==> src/rtl/trap_ctrl.sv <==
// Trap/return sequencer feeding the machine-mode CSR file.
// Sequences ecall/ebreak/illegal/mret into a CSR update plus one IFU redirect.
module trap_ctrl #(
  parameter int unsigned DATA_WIDTH    = 32,
  parameter int unsigned CAUSE_ILLEGAL = 2,
  parameter int unsigned CAUSE_BREAK   = 3,
  parameter int unsigned CAUSE_ECALL   = 11
) (
  input  logic                  clk,
  input  logic                  rst,
  input  logic                  in_valid,
  output logic                  in_ready,
  input  logic [DATA_WIDTH-1:0] in_pc,
  input  logic                  in_ecall,
  input  logic                  in_ebreak,
  input  logic                  in_illegal,
  input  logic                  in_mret,
  output logic                  intr,
  output logic [DATA_WIDTH-1:0] intr_NO,
  output logic [DATA_WIDTH-1:0] intr_epc,
  output logic                  csr_wen,
  output logic [DATA_WIDTH-1:0] csr_addr,
  output logic [DATA_WIDTH-1:0] csr_wdata,
  input  logic [DATA_WIDTH-1:0] mtvec,
  input  logic [DATA_WIDTH-1:0] mepc,
  input  logic [DATA_WIDTH-1:0] mstatus,
  output logic                  redirect_valid,
  input  logic                  redirect_ready,
  output logic [DATA_WIDTH-1:0] redirect_pc,
  output logic [DATA_WIDTH-1:0] trap_cnt
);

  typedef enum logic [1:0] {
    IDLE,
    TRAP,
    MRET,
    REDIR
  } state_t;

  state_t state_q, state_d;

  logic [DATA_WIDTH-1:0] pc_q;
  logic [DATA_WIDTH-1:0] cause_q;
  logic [DATA_WIDTH-1:0] target_q;
  logic [DATA_WIDTH-1:0] wdata_q;
  logic [DATA_WIDTH-1:0] cnt_q;

  logic                  accept;
  logic                  is_trap;
  logic [DATA_WIDTH-1:0] cause_d;
  logic [DATA_WIDTH-1:0] mret_wdata;

  assign accept = in_valid & in_ready;

  always_comb begin
    is_trap = 1'b1;
    cause_d = '0;
    if (in_illegal) begin
      cause_d = DATA_WIDTH'(CAUSE_ILLEGAL);
    end else if (in_ebreak) begin
      cause_d = DATA_WIDTH'(CAUSE_BREAK);
    end else if (in_ecall) begin
      cause_d = DATA_WIDTH'(CAUSE_ECALL);
    end else begin
      is_trap = 1'b0;
    end
  end

  // MIE <= MPIE, MPIE <= 1, MPP <= U
  always_comb begin
    mret_wdata        = mstatus;
    mret_wdata[3]     = mstatus[7];
    mret_wdata[7]     = 1'b1;
    mret_wdata[12:11] = 2'b00;
  end

  always_ff @(posedge clk) begin
    if (rst) begin
      state_q <= IDLE;
    end else begin
      state_q <= state_d;
    end
  end

  always_comb begin
    state_d = state_q;
    unique case (state_q)
      IDLE: begin
        if (accept && is_trap) begin
          state_d = TRAP;
        end else if (accept && in_mret) begin
          state_d = MRET;
        end
      end
      TRAP:  state_d = REDIR;
      MRET:  state_d = REDIR;
      REDIR: begin
        if (redirect_ready) begin
          state_d = IDLE;
        end
      end
      default: state_d = IDLE;
    endcase
  end

  always_ff @(posedge clk) begin
    if (rst) begin
      pc_q     <= '0;
      cause_q  <= '0;
      target_q <= '0;
      wdata_q  <= '0;
      cnt_q    <= '0;
    end else begin
      unique case (state_q)
        IDLE: begin
          if (accept) begin
            pc_q    <= in_pc;
            cause_q <= cause_d;
            wdata_q <= mret_wdata;
          end
        end
        TRAP: begin
          target_q <= mtvec & ~DATA_WIDTH'(3);
          cnt_q    <= cnt_q + 1'b1;
        end
        MRET: begin
          target_q <= mepc;
        end
        default: ;
      endcase
    end
  end

  // Outputs come from state and registers; rst forces them quiet.
  always_comb begin
    in_ready       = 1'b0;
    intr           = 1'b0;
    intr_NO        = '0;
    intr_epc       = '0;
    csr_wen        = 1'b0;
    csr_addr       = '0;
    csr_wdata      = '0;
    redirect_valid = 1'b0;
    redirect_pc    = '0;
    if (!rst) begin
      unique case (state_q)
        IDLE: in_ready = 1'b1;
        TRAP: begin
          intr     = 1'b1;
          intr_NO  = cause_q;
          intr_epc = pc_q;
        end
        MRET: begin
          csr_wen   = 1'b1;
          csr_addr  = DATA_WIDTH'(12'h300);
          csr_wdata = wdata_q;
        end
        REDIR: begin
          redirect_valid = 1'b1;
          redirect_pc    = target_q;
        end
        default: ;
      endcase
    end
  end

  assign trap_cnt = cnt_q;

endmodule

==> config.mk <==
export PLATFORM = sky130hd
export DESIGN_NAME = trap_ctrl
export DESIGN_NICKNAME = d
export VERILOG_FILES = /design/src/rtl/trap_ctrl.sv
export SDC_FILE = /design/constraint.sdc
export NUM_CORES = 1
export LEC_CHECK = 0
export ABC_AREA = 1
export CAP_MARGIN = 20
export CORE_MARGIN = 3
export CORE_UTILIZATION = 30
export CTS_CLUSTER_DIAMETER = 40
export DETAILED_ROUTE_END_ITERATION = 16
export HOLD_SLACK_MARGIN = 0.08
export PLACE_DENSITY = 0.71
export RECOVER_POWER = 100
export SLEW_MARGIN = 20
export SYNTH_ARGS = -nofsm -noshare
export SYNTH_HDL_FRONTEND = slang
export SYNTH_SLANG_ARGS = --single-unit
==> constraint.sdc <==
create_clock -name clk -period 4.4 [get_ports clk]
set_clock_uncertainty 0.05 [all_clocks]
set_input_delay 0.44 -clock clk [delete_from_list [all_inputs] [get_ports clk]]
set_output_delay 0.44 -clock clk [all_outputs]
set_load 0.01 [all_outputs]
==> results_dict.tcl, run 1 <==
set metrics [dict create \
    outcome "finished with violations" \
    violations "max-capacitance violations, max-slew violations" \
    end_kind "output pin" \
    maxCapViolCount 1 \
    finalCritPeriodShare_pct 80.2 \
    grt_setup_unrepaired "no" \
    clk_path_buf_depth 2 \
    ir_drop_v 0.000233 \
    die_area_mm2 0.0242 \
    via_count 6896 \
    critPathMaxFanout 34 \
    port_buffers 265 \
    grt-ovfl-total 0 \
    diodes 0 \
    yosys_warnings 0 \
    synth_largest_area_cell "dfxtp_1" \
    p_per_area_mw_per_mm2 448 \
    synth_top_area_share_pct 39.1 \
    rows 54 \
    period_minus_slack_ns 3.53 \
    drive_above_1_share_pct 4.18 \
    cts_made_buffers 17 \
    gp_congestion 0.834 \
    dp_hpwl_um 14400 \
    yosysMostFrequentCell "nand2_1" \
    postSynthCellCount 998 \
    hp-start "cause_q[0]" \
    synth_edf_count 0 \
    drtIter0Drc 350 \
    worstPathCellList "inv_1, ha_1, buf_4, inv_1, nor2_1, dlygate4sd3_1" \
    synth.yosys.seq_area_share_pct 39.1 \
    async_flop_share_pct 0 \
    crit_required_ns 3.91 \
    clk_pin_slew_ns 0.06 \
    die_h_um 156 \
    hold_violations 0 \
    place_area_mm2 0.00926 \
    cts_tree "done" \
    rr_startpoint "state_q[0]" \
    worstPathArrival_ns 3.04 \
    start_util_pct 30.6 \
    htreeDepth 4 \
    drt-total-wl_um 20400 \
    ys_ff_latch 131 \
    grt_max_degree 74 \
    die_w_um 156 \
    vias_per_cell 4.52 \
    cts-hold-fix-buffers 0 \
    max_stage_delay_ns 0.91 \
    tightest_slew_ns 2.06 \
    synthTopCellsByCount "nand2_1 (292), nor2_1 (157), dfxtp_1 (131)" \
    antenna_found_initial 1 \
    cts.sinks 131 \
    p_leak_uw 0.00430 \
    slew_violations 66 \
    syn_area_mm2 0.00671 \
    num_io_pins 332 \
    fin_area_mm2 0.00974 \
    cts_setup_buffers 0 \
    fmax_mhz 283 \
    first_global_vias 6673 \
    synth.distinct_cells 32 \
    synthFlopType "dfxtp_1" \
    nets 1373 \
    wl_per_cell_um 13.4 \
    core_mm2 0.0219 \
    grt_usage_pct 16.8 \
    post-route-drc-count 0 \
    hp-class "register to register" \
    crit_type "register to output pin" \
    postCtsResizedCells 0 \
    insertion_delay_ns 0.42 \
    crit_top_cell "inv_1" \
    final-setup-viol-count 0 \
    cts_root_buffer "clkbuf_16" \
    maxSlewHeadroom_pct -37.8 \
    grt_pass1_wl_um 33200 \
    tns_ns 0 \
    drtAntennaViolNets 0 \
    avgSynthCellArea_um2 6.72 \
    cp_slowest_cell "inv_1" \
    startpoint_type "register" \
    synthTopCellsByArea "dfxtp_1 (39%), nand2_1 (16%), nor2_1 (8.8%)" \
    n_fill_cell 2195 \
    dr.pass1.iters 5 \
    syn_to_final_growth_pct 45.3 \
    cp-startpoint "state_q[0]" \
]
==> sequential cells by signal, summed over array words and instances, names as in the netlist <==
name      count
target_q     32
state_q       2
pc_q         32
trap_cnt     32
cause_q       3
wdata_q      30
==> worst max-delay path: cells and delay by family, from the launching register on <==
| kind | cells | cell delay, ns |
|---|---|---|
| fa+ha+maj | 1 | 0.19 |
| buf+inv | 4 | 1.89 |
| flops | 1 | 0.38 |
| simple gates | 1 | 0.15 |
==> cell type report <==
type / count / area [um^2] / share of cell area, %
multi-input cells: 738 / 3230 / 33.1
repair buffers: 275 / 2710 / 27.8
flip-flops and latches: 131 / 2620 / 26.9
clock buffers: 19 / 453 / 4.65
well taps: 280 / 350 / 3.60
inverters: 69 / 264 / 2.71
clock inverters: 13 / 115 / 1.18
==> metrics by stage <==
stage	power, uW	worst slack, ns	hold WS, ns	util [%]	std cells
5_1_grt	4690	0.589	0.431	44.5	1525
6_report	4360	0.871	0.406	44.5	1525
4_1_cts	4470	1.29	0.411	44.9	1525
2_1_floorplan	2640	2.37	0.380	-	1058
3_5_place_dp	3070	1.68	0.403	42.3	1493
3_3_place_gp	3050	1.67	0.400	42.3	1493
==> cell families after synthesis <==
kind of cell | count (synthesis) | synth area share, %
xor+xnor | 5 | 0.653
other cells | 1 | 0.0559
simple gates | 544 | 33.7
fa+ha+maj | 5 | 0.933
flops | 131 | 39.1
compound gates | 123 | 10.5
buf+inv | 189 | 15.1
==> worst paths after layout <==
| check | end | slack (ns) | cells after the start |
|---|---|---|---|
| hold / removal | cause_q[0] | 0.41 | 2 |
| setup / recovery | csr_wdata[0] | 0.87 | 6 |
| hold reg to reg | cause_q[0] | 0.41 | 2 |
| setup reg to reg | pc_q[2] | 1.11 | 7 |
==> where the power goes <==
group | total (uW) | switching (uW) | leakage (uW) | internal, uW
Combinational | 1390 | 894 | 0.00296 | 501
Clock | 1380 | 609 | 0.000272 | 772
Sequential | 1590 | 118 | 0.00107 | 1470
==> cell usage in the layout, fill, tap and decap left out, types with 2 or more instances in the layout <==
cell | netlist | layout
nand2_1 | 292 | 294
nor2_1 | 157 | 165
dlygate4sd3_1 | 0 | 134
dfxtp_1 | 131 | 131
clkdlybuf4s50_1 | 0 | 130
o21ai_0 | 69 | 69
inv_1 | 65 | 66
conb_1 | 1 | 61
nand3_1 | 56 | 57
o211ai_1 | 30 | 30
a21oi_1 | 22 | 22
clkbuf_16 | 0 | 17
nand4_1 | 8 | 8
inv_6 | 1 | 7
nor3_1 | 7 | 7
buf_4 | 70 | 7
ha_1 | 5 | 5
nor2_4 | 8 | 4
clkbuf_1 | 32 | 4
nand2_2 | 5 | 3
nor2_2 | 6 | 3
xnor2_1 | 3 | 3
clkinvlp_4 | 0 | 3
inv_2 | 2 | 2
xor2_1 | 2 | 2
clkbuf_8 | 0 | 2
clkinv_4 | 0 | 2
inv_8 | 0 | 2
==> per-layer routing <==
layer | vias up | routed length, um | GRT usage [%] | part of all wire (%)
li1 | 3493 | - | - | -
met1 | 3145 | 8700 | 20.7 | 43
met2 | 237 | 9610 | 27.7 | 47
met3 | 19 | 1790 | 6.46 | 8.8
met4 | 2 | 293 | 4.75 | 1.4
met5 | - | 20 | 0 | 0.098
No activity file was read; power rests on OpenSTA's default activity.
==> run 2, diff against run 1 <==
- PLACE_DENSITY: 0.71 -> 0.73
- clock period: 4.4 -> 3.01 ns (I/O delays scaled with it)
==> results_dict.tcl, run 2 (synthesis gave the netlist of run 1 again) <==
set metrics [dict create \
    grt_usage_pct 16.4 \
    insertion_delay_ns 0.41 \
    cts_tree "done" \
    worstPathArrival_ns 2.39 \
    maxCapViolCount 0 \
    maxSlewHeadroom_pct 26.4 \
    cts_made_buffers 17 \
    die_area_mm2 0.0242 \
    finalHoldWorstSlack_ns 0.365 \
    startpoint_type "register" \
    first_global_vias 6519 \
    met1_usage_pct 20.3 \
    crit_type "register to output pin" \
    core_mm2 0.0219 \
    clk_pin_slew_ns 0.06 \
    dr.pass1.iters 4 \
    syn_to_final_growth_pct 45.7 \
    critPathMaxFanout 27 \
    num_io_pins 332 \
    layout_commonest_cell "nand2_1" \
    via_count 6880 \
    wl_per_cell_um 13.2 \
    tns_ns 0 \
    drt-total-wl_um 20300 \
    grt-ovfl-total 0 \
    drtIter0Drc 267 \
    fmax_mhz 365 \
    start_util_pct 30.6 \
    worstPathCellList "inv_1, ha_1, inv_2, buf_4, nor2_1, dlygate4sd3_1" \
    cts.sinks 131 \
    grt_pass1_wl_um 32400 \
    cp_slowest_cell "dlygate4sd3_1" \
    dp_hpwl_um 14600 \
    hp-class "primary input to register" \
    gp_congestion 0.854 \
    port_buffers 265 \
    cts-hold-fix-buffers 0 \
    min_to "trap_cnt[28]" \
    worstRegToRegCells 6 \
    grt_max_degree 74 \
    postCtsResizedCells 0 \
    final-setup-viol-count 0 \
    grt_setup_unrepaired "no" \
    r2r-end "target_q[23]" \
    dp_slack_ns 0.754 \
    slew_violations 0 \
    p_per_area_mw_per_mm2 654 \
    rr_startpoint "state_q[1]" \
    die_h_um 156 \
    outcome "finished, final reports clean" \
    cts_setup_buffers 0 \
    p_leak_uw 0.00428 \
    diodes 0 \
    crit_required_ns 2.66 \
    grt.busiest_layer "met2" \
    die_w_um 156 \
    end_kind "output pin" \
    rows 54 \
    fin_ws_ns 0.273 \
    nets 1378 \
    antenna_found_initial 1 \
    max_stage_delay_ns 0.60 \
    place_inst 1498 \
    ir_drop_v 0.000359 \
    met2_usage_pct 26.9 \
    cts_root_buffer "clkbuf_16" \
    vias_per_cell 4.50 \
    final_cell_mix "nand2_1 (294), nor2_1 (165), clkdlybuf4s50_1 (141)" \
    hold_violations 0 \
    grt.met3_usage_pct 5.63 \
    drive_above_1_share_pct 4.32 \
    finalCritPeriodShare_pct 90.9 \
    post-route-drc-count 0 \
    min_path_cells 4 \
    r2r_slack_ns 0.45 \
    drtAntennaViolNets 0 \
    final_cells 1530 \
    clk_path_buf_depth 2 \
    period_minus_slack_ns 2.74 \
    htreeDepth 4 \
    tightest_slew_ns 1.10 \
    finish.utilization_pct 44.6 \
    hp-start "rst" \
]
run 2: area by class of cell:
cell class	count	area [um^2]
fill	2278	12100
multi-input combinational	738	3240
timing repair buffer	280	2730
sequential	131	2620
clock buffer	19	433
tap	280	350
inverter	69	264
clock inverter	13	125
run 2: worst max-delay path by stage:
stage,start,to,slack (ns)
after floorplan,state_q[0],csr_addr[8],1.12
after global placement,state_q[0],csr_wdata[7],0.78
after detailed placement,state_q[0],csr_wdata[7],0.75
after CTS,state_q[0],csr_wdata[7],0.30
after global routing,state_q[1],intr_epc[22],0.09
final,state_q[1],intr_epc[13],0.27
run 2: power breakdown:
group / leakage [uW] / switching, uW / internal, uW / total (uW)
sequential: 0.00107 / 171 / 2150 / 2320
combinational: 0.00295 / 1330 / 758 / 2090
clock: 0.000257 / 830 / 1150 / 1980
run 2: critical path, delay by kind of cell, from the launching register on:
kind / cells / cell delay, ns
fa+ha+maj: 1 / 0.22
simple gates: 1 / 0.05
buf+inv: 4 / 1.30
flops: 1 / 0.39
run 2: through the flow:
| step | instance area (um^2) | power [uW] |
|---|---|---|
| 2_1_floorplan | 6930 | 3860 |
| 3_3_place_gp | 9320 | 4530 |
| 3_5_place_dp | 9320 | 4570 |
| 4_1_cts | 9880 | 6590 |
| 5_1_grt | 9770 | 6880 |
| 6_report | 9770 | 6390 |
run 2: layer usage:
metal  vias up  wire, um
met3        19      1680
met4         2       272
met2       252      9430
met1      3103      8870
li1       3504         -
met5         -        13
==> run 3, diff against run 2 <==
- CTS_BUF_LIST: default -> sky130_fd_sc_hd__clkbuf_4 sky130_fd_sc_hd__clkbuf_8 sky130_fd_sc_hd__clkbuf_16
==> results_dict.tcl, run 3 (synthesis gave the netlist of run 1 again) <==
set metrics [dict create \
    die_h_um 156 \
    worstPathCellList "inv_1, ha_1, inv_2, buf_4, nor2_1, dlygate4sd3_1" \
    slew_violations 0 \
    clk_path_buf_depth 2 \
    rr_startpoint "state_q[1]" \
    drtAntennaViolNets 0 \
    p_seq_share_pct 36.2 \
    drt-met1-wl_um 8860 \
    grt_setup_unrepaired "no" \
    cp.buffers_inverters 4 \
    layout_commonest_cell "nand2_1" \
    grt-ovfl-total 0 \
    dr.pass1.iters 4 \
    cp_slowest_cell "dlygate4sd3_1" \
    crit_family "buffers and inverters" \
    fmax_mhz 365 \
    maxSlewHeadroom_pct 26.4 \
    final_cells 1530 \
    cp-startpoint "state_q[1]" \
    p_per_area_mw_per_mm2 655 \
    hp-start "rst" \
    outcome "finished, final reports clean" \
    max_stage_delay_ns 0.60 \
    final-setup-viol-count 0 \
    hp-class "primary input to register" \
    worstPathArrival_ns 2.39 \
    wl_met3_um 1700 \
    first_global_vias 6519 \
    cts-hold-fix-buffers 0 \
    syn_to_final_growth_pct 45.8 \
    clk_pin_slew_ns 0.06 \
    wl_per_cell_um 13.2 \
    crit_type "register to output pin" \
    cts_root_buffer "clkbuf_16" \
    diodes 0 \
    grt_max_degree 74 \
    dp_hpwl_um 14600 \
    intPower_uw 4080 \
    via_count 6885 \
    cts.sinks 131 \
    cts_setup_buffers 0 \
    power_frac_clock_pct 31.2 \
    finalCritPeriodShare_pct 90.9 \
    startpoint_type "register" \
    htreeDepth 4 \
    switching_share_pct 36.4 \
    post-route-drc-count 0 \
    cts_tree "done" \
    final_cell_mix "nand2_1 (294), nor2_1 (165), clkdlybuf4s50_1 (141)" \
    finish.utilization_pct 44.7 \
    grt_pass1_wl_um 32400 \
    nets 1378 \
    ir_drop_v 0.000359 \
    drtIter0Drc 266 \
    antenna_found_initial 1 \
    core_mm2 0.0219 \
    crit_required_ns 2.66 \
    num_io_pins 332 \
    p_leak_uw 0.00428 \
    top_layer_used "met5" \
    tightest_slew_ns 1.10 \
    insertion_delay_ns 0.41 \
    switchingPower_uw 2330 \
    postCtsResizedCells 0 \
    period_minus_slack_ns 2.74 \
    grt_usage_pct 16.4 \
    hold_violations 0 \
    drt-total-wl_um 20300 \
    vias_per_cell 4.50 \
    port_buffers 265 \
    rows 54 \
    start_util_pct 30.6 \
    cts_made_buffers 17 \
    place_inst 1498 \
    end_kind "output pin" \
    critPathMaxFanout 27 \
    p_comb_share_pct 32.6 \
    wl_met2_um 9430 \
    maxCapViolCount 0 \
    tns_ns 0 \
    die_area_mm2 0.0242 \
    gp_congestion 0.854 \
    drive_above_1_share_pct 4.48 \
    die_w_um 156 \
    r2r_slack_ns 0.45 \
]
[run 3: final timing paths]
| path | cells past startpoint | endpoint |
|---|---|---|
| setup reg to reg | 6 | target_q[23] |
| setup / recovery | 6 | intr_epc[13] |
| hold / removal | 4 | trap_cnt[28] |
| hold reg to reg | 2 | cause_q[0] |
[run 3: power by group through the flow]
stage | clock (uW) | sequential [uW] | combinational (uW)
floorplan | 0 | 2320 | 1540
global placement | 0 | 2340 | 2180
detailed placement | 0 | 2360 | 2210
CTS | 2060 | 2320 | 2220
global route | 2150 | 2370 | 2380
finish | 2000 | 2320 | 2090
[run 3: routing by layer]
layer | vias to the layer above | global-route usage (%)
li1 | 3504 | -
met5 | - | 0
met2 | 257 | 26.9
met4 | 2 | 5.21
met1 | 3103 | 20.3
met3 | 19 | 5.63
[run 3: worst register-to-register path: cells and delay by family (launching register included)]
family	cells	cell delay [ns]
buffers and inverters	3	0.93
AO/OA/AOI/OAI	1	0.15
flip-flops	1	0.39
adder cells (fa/ha/maj)	1	0.67
AND/OR/NAND/NOR	1	0.27
[run 3: final cells by class]
| class | instances | area [um^2] |
|---|---|---|
| inverters | 69 | 264 |
| repair buffers | 280 | 2730 |
| fillers | 2276 | 12100 |
| flip-flops and latches | 131 | 2620 |
| well taps | 280 | 350 |
| clock inverters | 13 | 125 |
| multi-input cells | 738 | 3240 |
| clock buffers | 19 | 440 |
[run 3: metrics by stage]
stage	cell area [um^2]	worst slack (ns)	total power (uW)	hold slack (ns)
3_3_place_gp	9320	0.778	4530	0.398
4_1_cts	9890	0.299	6610	0.360
2_1_floorplan	6930	1.12	3860	0.350
6_report	9780	0.273	6410	0.365
5_1_grt	9780	0.0928	6900	0.391
3_5_place_dp	9320	0.754	4570	0.408
